**src/rtl/fma_dot_sequencer.sv**
```systemverilog
// fma_dot_sequencer: drives one fma lane through a single dot product.
// Takes a command (length N, bias c), forwards N operand pairs to the fma's packed {a, b, c}
// port with c_valid on the first issue and output_can_be_valid on the last, then captures the
// accumulated result and holds it until downstream accepts it.
//
// Ports
//   clk_in, rst_in                  clock (posedge), asynchronous active-low reset
//   cmd_valid_in/cmd_ready_out      command handshake; cmd_len_in = N, cmd_bias_in = initial c
//   op_valid_in/op_ready_out        operand handshake; op_a_in, op_b_in
//   abc_out, fma_valid_out,
//   fma_c_valid_out,
//   fma_out_can_be_valid_out        registered issue to the fma
//   fma_result_in, fma_valid_in     result returned by the fma
//   res_data_out/res_valid_out/
//   res_ready_in                    captured result, held until consumed
//   busy_out                        high whenever not idle
module fma_dot_sequencer #(
    parameter int unsigned WIDTH   = 16,
    parameter int unsigned MAX_LEN = 256,
    localparam int unsigned LEN_W  = $clog2(MAX_LEN + 1)
) (
    input  logic               clk_in,
    input  logic               rst_in,
    input  logic               cmd_valid_in,
    output logic               cmd_ready_out,
    input  logic [LEN_W-1:0]   cmd_len_in,
    input  logic [WIDTH-1:0]   cmd_bias_in,
    input  logic               op_valid_in,
    output logic               op_ready_out,
    input  logic [WIDTH-1:0]   op_a_in,
    input  logic [WIDTH-1:0]   op_b_in,
    output logic [3*WIDTH-1:0] abc_out,
    output logic               fma_valid_out,
    output logic               fma_c_valid_out,
    output logic               fma_out_can_be_valid_out,
    input  logic [WIDTH-1:0]   fma_result_in,
    input  logic               fma_valid_in,
    output logic [WIDTH-1:0]   res_data_out,
    output logic               res_valid_out,
    input  logic               res_ready_in,
    output logic               busy_out
);

    typedef enum logic [2:0] {StIdle, StRun, StZero, StWait, StHold} state_e;

    state_e               state_q, state_d;
    logic [LEN_W-1:0]     len_q, len_d;
    logic [LEN_W-1:0]     cnt_q, cnt_d;
    logic [WIDTH-1:0]     bias_q, bias_d;
    logic [3*WIDTH-1:0]   abc_q, abc_d;
    logic                 valid_q, valid_d;
    logic                 c_valid_q, c_valid_d;
    logic                 ocbv_q, ocbv_d;
    logic [WIDTH-1:0]     res_q, res_d;

    logic [LEN_W-1:0]     len_sat;
    logic                 first_op;
    logic                 last_op;

    assign len_sat  = (cmd_len_in > LEN_W'(MAX_LEN)) ? LEN_W'(MAX_LEN) : cmd_len_in;
    assign first_op = (cnt_q == '0);
    // len_q is never zero while in StRun, so len_q - 1 does not wrap there.
    assign last_op  = (cnt_q == len_q - LEN_W'(1));

    always_comb begin
        state_d   = state_q;
        len_d     = len_q;
        cnt_d     = cnt_q;
        bias_d    = bias_q;
        res_d     = res_q;
        // Issue outputs default to idle so every issue is a single-cycle pulse.
        abc_d     = '0;
        valid_d   = 1'b0;
        c_valid_d = 1'b0;
        ocbv_d    = 1'b0;
        unique case (state_q)
            StIdle: begin
                if (cmd_valid_in) begin
                    len_d   = len_sat;
                    bias_d  = cmd_bias_in;
                    cnt_d   = '0;
                    state_d = (len_sat == '0) ? StZero : StRun;
                end
            end
            StRun: begin
                if (op_valid_in) begin
                    abc_d     = {op_a_in, op_b_in, first_op ? bias_q : {WIDTH{1'b0}}};
                    valid_d   = 1'b1;
                    c_valid_d = first_op;
                    ocbv_d    = last_op;
                    cnt_d     = cnt_q + LEN_W'(1);
                    if (last_op) begin
                        state_d = StWait;
                    end
                end
            end
            StZero: begin
                // Empty dot product: 0*0 + bias still goes through the fma.
                abc_d     = {{WIDTH{1'b0}}, {WIDTH{1'b0}}, bias_q};
                valid_d   = 1'b1;
                c_valid_d = 1'b1;
                ocbv_d    = 1'b1;
                state_d   = StWait;
            end
            StWait: begin
                if (fma_valid_in) begin
                    res_d   = fma_result_in;
                    state_d = StHold;
                end
            end
            StHold: begin
                if (res_ready_in) begin
                    state_d = StIdle;
                end
            end
            default: state_d = StIdle;
        endcase
    end

    always_ff @(posedge clk_in or negedge rst_in) begin
        if (!rst_in) begin
            state_q   <= StIdle;
            len_q     <= '0;
            cnt_q     <= '0;
            bias_q    <= '0;
            abc_q     <= '0;
            valid_q   <= 1'b0;
            c_valid_q <= 1'b0;
            ocbv_q    <= 1'b0;
            res_q     <= '0;
        end else begin
            state_q   <= state_d;
            len_q     <= len_d;
            cnt_q     <= cnt_d;
            bias_q    <= bias_d;
            abc_q     <= abc_d;
            valid_q   <= valid_d;
            c_valid_q <= c_valid_d;
            ocbv_q    <= ocbv_d;
            res_q     <= res_d;
        end
    end

    assign cmd_ready_out            = (state_q == StIdle);
    assign op_ready_out             = (state_q == StRun);
    assign res_valid_out            = (state_q == StHold);
    assign busy_out                 = (state_q != StIdle);
    assign abc_out                  = abc_q;
    assign fma_valid_out            = valid_q;
    assign fma_c_valid_out          = c_valid_q;
    assign fma_out_can_be_valid_out = ocbv_q;
    assign res_data_out             = res_q;

endmodule
```
**config.mk**
```make
export PLATFORM = sky130hd
export DESIGN_NAME = fma_dot_sequencer
export DESIGN_NICKNAME = d
export VERILOG_FILES = /design/src/rtl/fma_dot_sequencer.sv
export SDC_FILE = /design/constraint.sdc
export NUM_CORES = 1
export LEC_CHECK = 0
export CORE_ASPECT_RATIO = 1.25
export CORE_UTILIZATION = 45
export DETAILED_ROUTE_END_ITERATION = 8
export PLACE_DENSITY = 0.84
export SLEW_MARGIN = 20
export SYNTH_ARGS = -nofsm -noshare
export SYNTH_HDL_FRONTEND = slang
export SYNTH_SLANG_ARGS = --single-unit
export TNS_END_PERCENT = 20
```
**constraint.sdc**
```tcl
create_clock -name clk_in -period 2.65 [get_ports clk_in]
set_clock_uncertainty 0.15 [all_clocks]
set_input_delay 0.265 -clock clk_in [delete_from_list [all_inputs] [get_ports clk_in]]
set_output_delay 0.265 -clock clk_in [all_outputs]
set_load 0.05 [all_outputs]
```
==> flow_summary.ini, run 1 <==
[run_status]
outcome = completed

[clocking]
clock_tree.buffer_depth = 2
cell_at_the_root_of_the_clock_tree = clkbuf_16
tritoncts = built
worst_skew_pair.late_latency_ns = 0.33
post-cts-setup-buffer-count = 0
inserted_clock_buffers = 9
cts_max_level = 3
cts_sinks = 104
clk_pin_slew_worst_paths_ns = 0.07

[min_path]
path_class_of_the_lowest_slack_min_delay_path = input port to register

[synth]
netlist_area_um2 = 4230
syn_area_per_cell_um2 = 11.4
post-synth-top-area-fraction = 0.615
synth_top_area_cell = dfrtp_1
synth_edf_count = 0
netlist-cell-type-count = 45
synth_area_leaders = dfrtp_1, and2_1, nand2_1
flops_latches_synth = 104
synth_warnings = 0
syn_inst = 373
yosysSeqAreaShare = 0.615
async_flop_share = 1.00
yosys_most_used_dff = dfrtp_1
syn-num-nets = 455

[routing]
route.detailed.vias_per_inst = 4.97
iteration_count_of_the_initial_detailed_routing_pass = 4
first_iter_violations = 175
route.antenna.remaining_nets = 0
drt-wirelength-per-cell_um = 14.2
drc_viols = 0
totalWireLength_um = 9270
via_count = 3244

[sta]
max_clock_freq_mhz = 397
max-slew-margin-rel = 0.528
timing.final.max_slew_violations = 0
post-route-period-util = 0.951
tightestPinTransition_ns = 0.708
final_period_minus_worst_setup_slack_ns = 2.52
timing.hold.ws_ns = 0.310
setup_viol_count_final = 0
rsz0062_at_grt = no
setup_tns_ns = 0
hold_viol = 0

[cells_and_area]
mostFrequentLayoutCell = clkdlybuf4s50_1
multi_input_logic_area_um2 = 1530
antenna_cells = 0
mostFrequentLayoutCells = clkdlybuf4s50_1, dfrtp_1, nand2_1
final-seq-area_um2 = 2600
final.fill_count = 699
synthToLayoutAreaGrowth_pct = 45.7
final_layout_size_suffix_gt1_frac = 0.0906
final_nets = 607

[floorplan]
initial_utilization = 0.464
top_level_ports = 150
die_width_um = 88.8
design.die.area_um2 = 9800
core_um2 = 9130
die_height_um = 110
core_rows = 39

[global_routing]
grt_first_pass_wirelength_um = 15100
grt_pass1_vias = 3332
globalRoute.totalOverflow = 0
grt_use_total = 0.201
number_of_antenna_violations_at_the_first_check_in_global_routing = 0
grt_start_max_net_pins = 57

[setup_path]
ff2ff_setup_slack_ns = 0.38
critical-path-max-stage-delay_ns = 0.85
worstSetupEndpointType = output pin
worstSetupPathType = register to output pin
cp_data_arrival_time_ns = 2.10
critical_path_buf_inv_count = 1
crit_path_start_kind = register
crit_fanout = 15
path_cells = nor3b_1 > clkdlybuf4s50_1
critical_path_required_ns = 2.24
timing.critical_path.max_delay_family = buffers and inverters
worst_path_max_delay_cell = clkdlybuf4s50_1

[pwr]
p_per_area_nw_per_um2 = 1110
p_leak_nw = 2.84
ir_drop_mv = 0.442

[placement]
portBuffers = 149
dpl.hpwl_um = 6840
final_replace_weighted_congestion = 0.823

[flow_run]
drv_cap = 0
==> what timing repair did <==
item / 4_1_cts / 5_1_grt
gates resized for setup: 0 / 2
hold endpoints to repair: 54 / 0
hold buffers: 1 / 0
setup endpoints to repair: 0 / 2
==> cells in the mapped netlist (2+ instances only) <==
library cell and n:
xnor2_1 8, nand2_1 72, and2_1 49, mux2_2 16, or2_2 2, inv_1 10, nor2_2 2, nor2b_1 3
a21o_1 2, nand3_1 6, nor3b_1 3, nor3_1 5, nand4_1 3, nand2b_1 3, buf_6 2, nor4_1 3
o21ai_0 6, xor2_1 7, nand3b_1 9, o31ai_1 3, clkbuf_1 13, a21oi_1 4, nor2_1 12, dfrtp_1 104
and3b_1 2, nor4b_1 2, ha_1 3, and3_1 2
==> where the power goes <==
group	switching [mW]	total [mW]	internal, mW
registers	0.313	2.39	2.08
clock network	0.596	1.25	0.658
logic	1.97	3.17	1.20
==> metal layers <==
metal,part of all wire,vias up,track usage
li1,-,1529,-
met1,0.38,1564,0.232
met2,0.51,142,0.344
met3,0.098,9,0.0703
met4,0.011,0,0.0581
met5,0,-,0
==> worst paths after layout <==
| kind | start | endpoint | depth (start not counted) |
|---|---|---|---|
| worst max-delay path | state_q[2]$_DFFE_PN0P_ | res_valid_out | 2 |
| worst min-delay path | cmd_bias_in[0] | bias_q[0]$_DFFE_PN0P_ | 3 |
| worst max register to register | state_q[2]$_DFFE_PN0P_ | cnt_q[5]$_DFFE_PN0P_ | 5 |
| worst min register to register | bias_q[8]$_DFFE_PN0P_ | bias_q[8]$_DFFE_PN0P_ | 2 |
| max in group asynchronous | rst_in | abc_out[9]$_DFF_PN0_ | 3 |
| min in group asynchronous | rst_in | res_data_out[3]$_DFFE_PN0P_ | 2 |
==> layout make-up <==
class | count | share of cell area
sequential | 104 | 0.422
tap | 123 | 0.0249
clock inverter | 7 | 0.0108
multi-input combinational | 243 | 0.247
timing repair buffer | 157 | 0.252
clock buffer | 9 | 0.0365
inverter | 10 | 0.00609
==> state kept, by name, summed over array words and instances, names as in the netlist <==
signal                    count
cnt_q                         9
bias_q                       16
fma_c_valid_out               1
abc_out                      48
fma_out_can_be_valid_out      1
fma_valid_out                 1
res_data_out                 16
state_q                       3
len_q                         9
==> per-stage QoR <==
step / power, mW / instances / area (um^2) / setup slack (ns) / utilization
finish: 6.82 / 653 / 6170 / 0.130 / 0.676
global route: 7.21 / 653 / 6170 / 0.0275 / 0.676
CTS: 6.88 / 653 / 6160 / 0.0626 / 0.675
detailed placement: 5.60 / 636 / 5860 / 0.153 / 0.642
global placement: 5.49 / 636 / 5860 / 0.227 / 0.642
floorplan: 4.51 / 373 / 4230 / 0.189 / -
==> tightest hold or removal path, stage by stage <==
cell             delay [ns]
clkdlybuf4s50_1        0.40
nand2_1                0.05
nand2_1                0.04
==> cells by family after synthesis <==
group / count (synthesis) / synth area share
and+or+nand+nor: 186 / 0.236
DFF: 104 / 0.615
buffers and inverters: 26 / 0.0269
AOI/OAI and AO/OA: 23 / 0.0405
muxes: 16 / 0.0426
xor gates and xnor gates: 15 / 0.0310
adders and majority gates: 3 / 0.00887
(Power assumes the default switching activity.)
==> inputs of run 2 (changes only) <==
==> constraint.sdc (replaced) <==
create_clock -name clk_in -period 2.65 [get_ports clk_in]
set_clock_uncertainty 0.15 [all_clocks]
set_input_delay 0.3975 -clock clk_in [delete_from_list [all_inputs] [get_ports clk_in]]
set_output_delay 0.3975 -clock clk_in [all_outputs]
set_load 0.05 [all_outputs]
==> flow_summary.ini, run 2 (same netlist as run 1, synthesis figures left out) <==
[run_status]
outcome = completed

[global_routing]
globalRoute.totalOverflow = 0
grtUsageMet1 = 0.237
grt_most_used_layer = met2
grt.met2_usage = 0.358
grt_use_total = 0.208
grt_pass1_vias = 3290
grt_start_max_net_pins = 42
number_of_antenna_violations_at_the_first_check_in_global_routing = 0
grt_util_met3 = 0.0680
grt_first_pass_wirelength_um = 15500

[routing]
totalWireLength_um = 9480
first_iter_violations = 192
drt-wirelength-per-cell_um = 14.5
via_count = 3226
drc_viols = 0
route.detailed.vias_per_inst = 4.93
iteration_count_of_the_initial_detailed_routing_pass = 4
route.antenna.remaining_nets = 0

[sta]
post-route-period-util = 0.956
max-slew-margin-rel = 0.553
tightestPinTransition_ns = 0.669
hold_viol = 0
final_period_minus_worst_setup_slack_ns = 2.53
max_clock_freq_mhz = 395
timing.final.max_slew_violations = 0
rsz0062_at_grt = no
setup_viol_count_final = 0
setup_tns_ns = 0

[flow_run]
drv_cap = 0

[clocking]
cell_at_the_root_of_the_clock_tree = clkbuf_16
clk_pin_slew_worst_paths_ns = 0.07
cts_max_level = 3
cts_sinks = 104
inserted_clock_buffers = 9
worst_skew_pair.late_latency_ns = 0.34
post-cts-setup-buffer-count = 0
tritoncts = built
clock_tree.buffer_depth = 2

[cells_and_area]
final_layout_size_suffix_gt1_frac = 0.0940
largest_register_ffs = 48
antenna_cells = 0
final_nets = 610
synthToLayoutAreaGrowth_pct = 45.6
mostFrequentLayoutCells = clkdlybuf4s50_1, dfrtp_1, nand2_1
mostFrequentLayoutCell = clkdlybuf4s50_1

[pwr]
ir_drop_mv = 0.603
p_per_area_nw_per_um2 = 1100
p_leak_nw = 2.82
finalPower_mw = 6.76

[setup_path]
worstSetupPathType = register to output pin
cp_data_arrival_time_ns = 1.99
critical_path_required_ns = 2.10
worstSetupEndpointType = output pin
crit_path_start_kind = register
worst_path_max_delay_cell = clkdlybuf4s50_1
critical-path-max-stage-delay_ns = 0.72
path_cells = or3_1 > clkdlybuf4s50_1
crit_fanout = 9

[floorplan]
core_rows = 39
die_height_um = 110
die_width_um = 88.8
initial_utilization = 0.464
top_level_ports = 150
core_um2 = 9130
design.die.area_um2 = 9800

[min_path]
path_class_of_the_lowest_slack_min_delay_path = register to register

[placement]
portBuffers = 149
dpl.hpwl_um = 7020
final_replace_weighted_congestion = 0.843
==> run 2: cell type report <==
type                    instances  area (um^2)
repair buffers                160         1570
well taps                     123          154
flip-flops and latches        104         2600
multi-input cells             243         1530
fillers                       691         2960
clock buffers                  10          229
clock inverters                 5         43.8
inverters                      10         37.5
==> run 2: path summary, 6_finish.rpt <==
check,start,endpoint,slack (ns),depth (start not counted)
max in group asynchronous,rst_in,res_data_out[13]$_DFFE_PN0P_,1.21,3
min reg2reg,bias_q[9]$_DFFE_PN0P_,bias_q[9]$_DFFE_PN0P_,0.32,2
min in group asynchronous,rst_in,res_data_out[4]$_DFFE_PN0P_,0.41,2
max reg2reg,len_q[0]$_DFFE_PN0P_,fma_out_can_be_valid_out$_DFF_PN0_,0.32,7
max,state_q[0]$_DFFE_PN0P_,busy_out,0.12,2
min,bias_q[9]$_DFFE_PN0P_,bias_q[9]$_DFFE_PN0P_,0.32,2
==> run 2: layer usage <==
layer,up-vias,part of all wire
met1,1545,0.39
met5,-,0
met2,125,0.51
li1,1540,-
met3,16,0.083
met4,0,0.016
==> run 2: what timing repair did <==
item                                   CTS  global route
setup endpoints to repair                1             0
hold buffers                             1             0
resized for setup                        1             0
endpoints found under the hold margin   38             0
==> run 2: per-stage QoR <==
step / hold slack (ns) / util / instances / area [um^2] / setup slack (ns)
CTS: 0.321 / 0.675 / 655 / 6160 / 0.102
floorplan: -0.0481 / - / 373 / 4230 / 0.189
global placement: 0.244 / 0.645 / 639 / 5880 / 0.138
global route: 0.355 / 0.675 / 655 / 6160 / 0.0466
finish: 0.315 / 0.675 / 655 / 6160 / 0.116
detailed placement: 0.254 / 0.645 / 639 / 5880 / 0.0932
==> run 2: power by group <==
part | switching [mW] | total, mW | internal [mW]
clock network | 0.573 | 1.21 | 0.642
registers | 0.299 | 2.38 | 2.08
logic | 1.97 | 3.16 | 1.19
total | 2.85 | 6.76 | 3.91
==> run 2: critical path, delay by kind of cell, from the launching register on <==
kind | cells | cell delay (ns)
buf+inv | 1 | 0.72
flops | 1 | 0.48
simple gates | 1 | 0.45
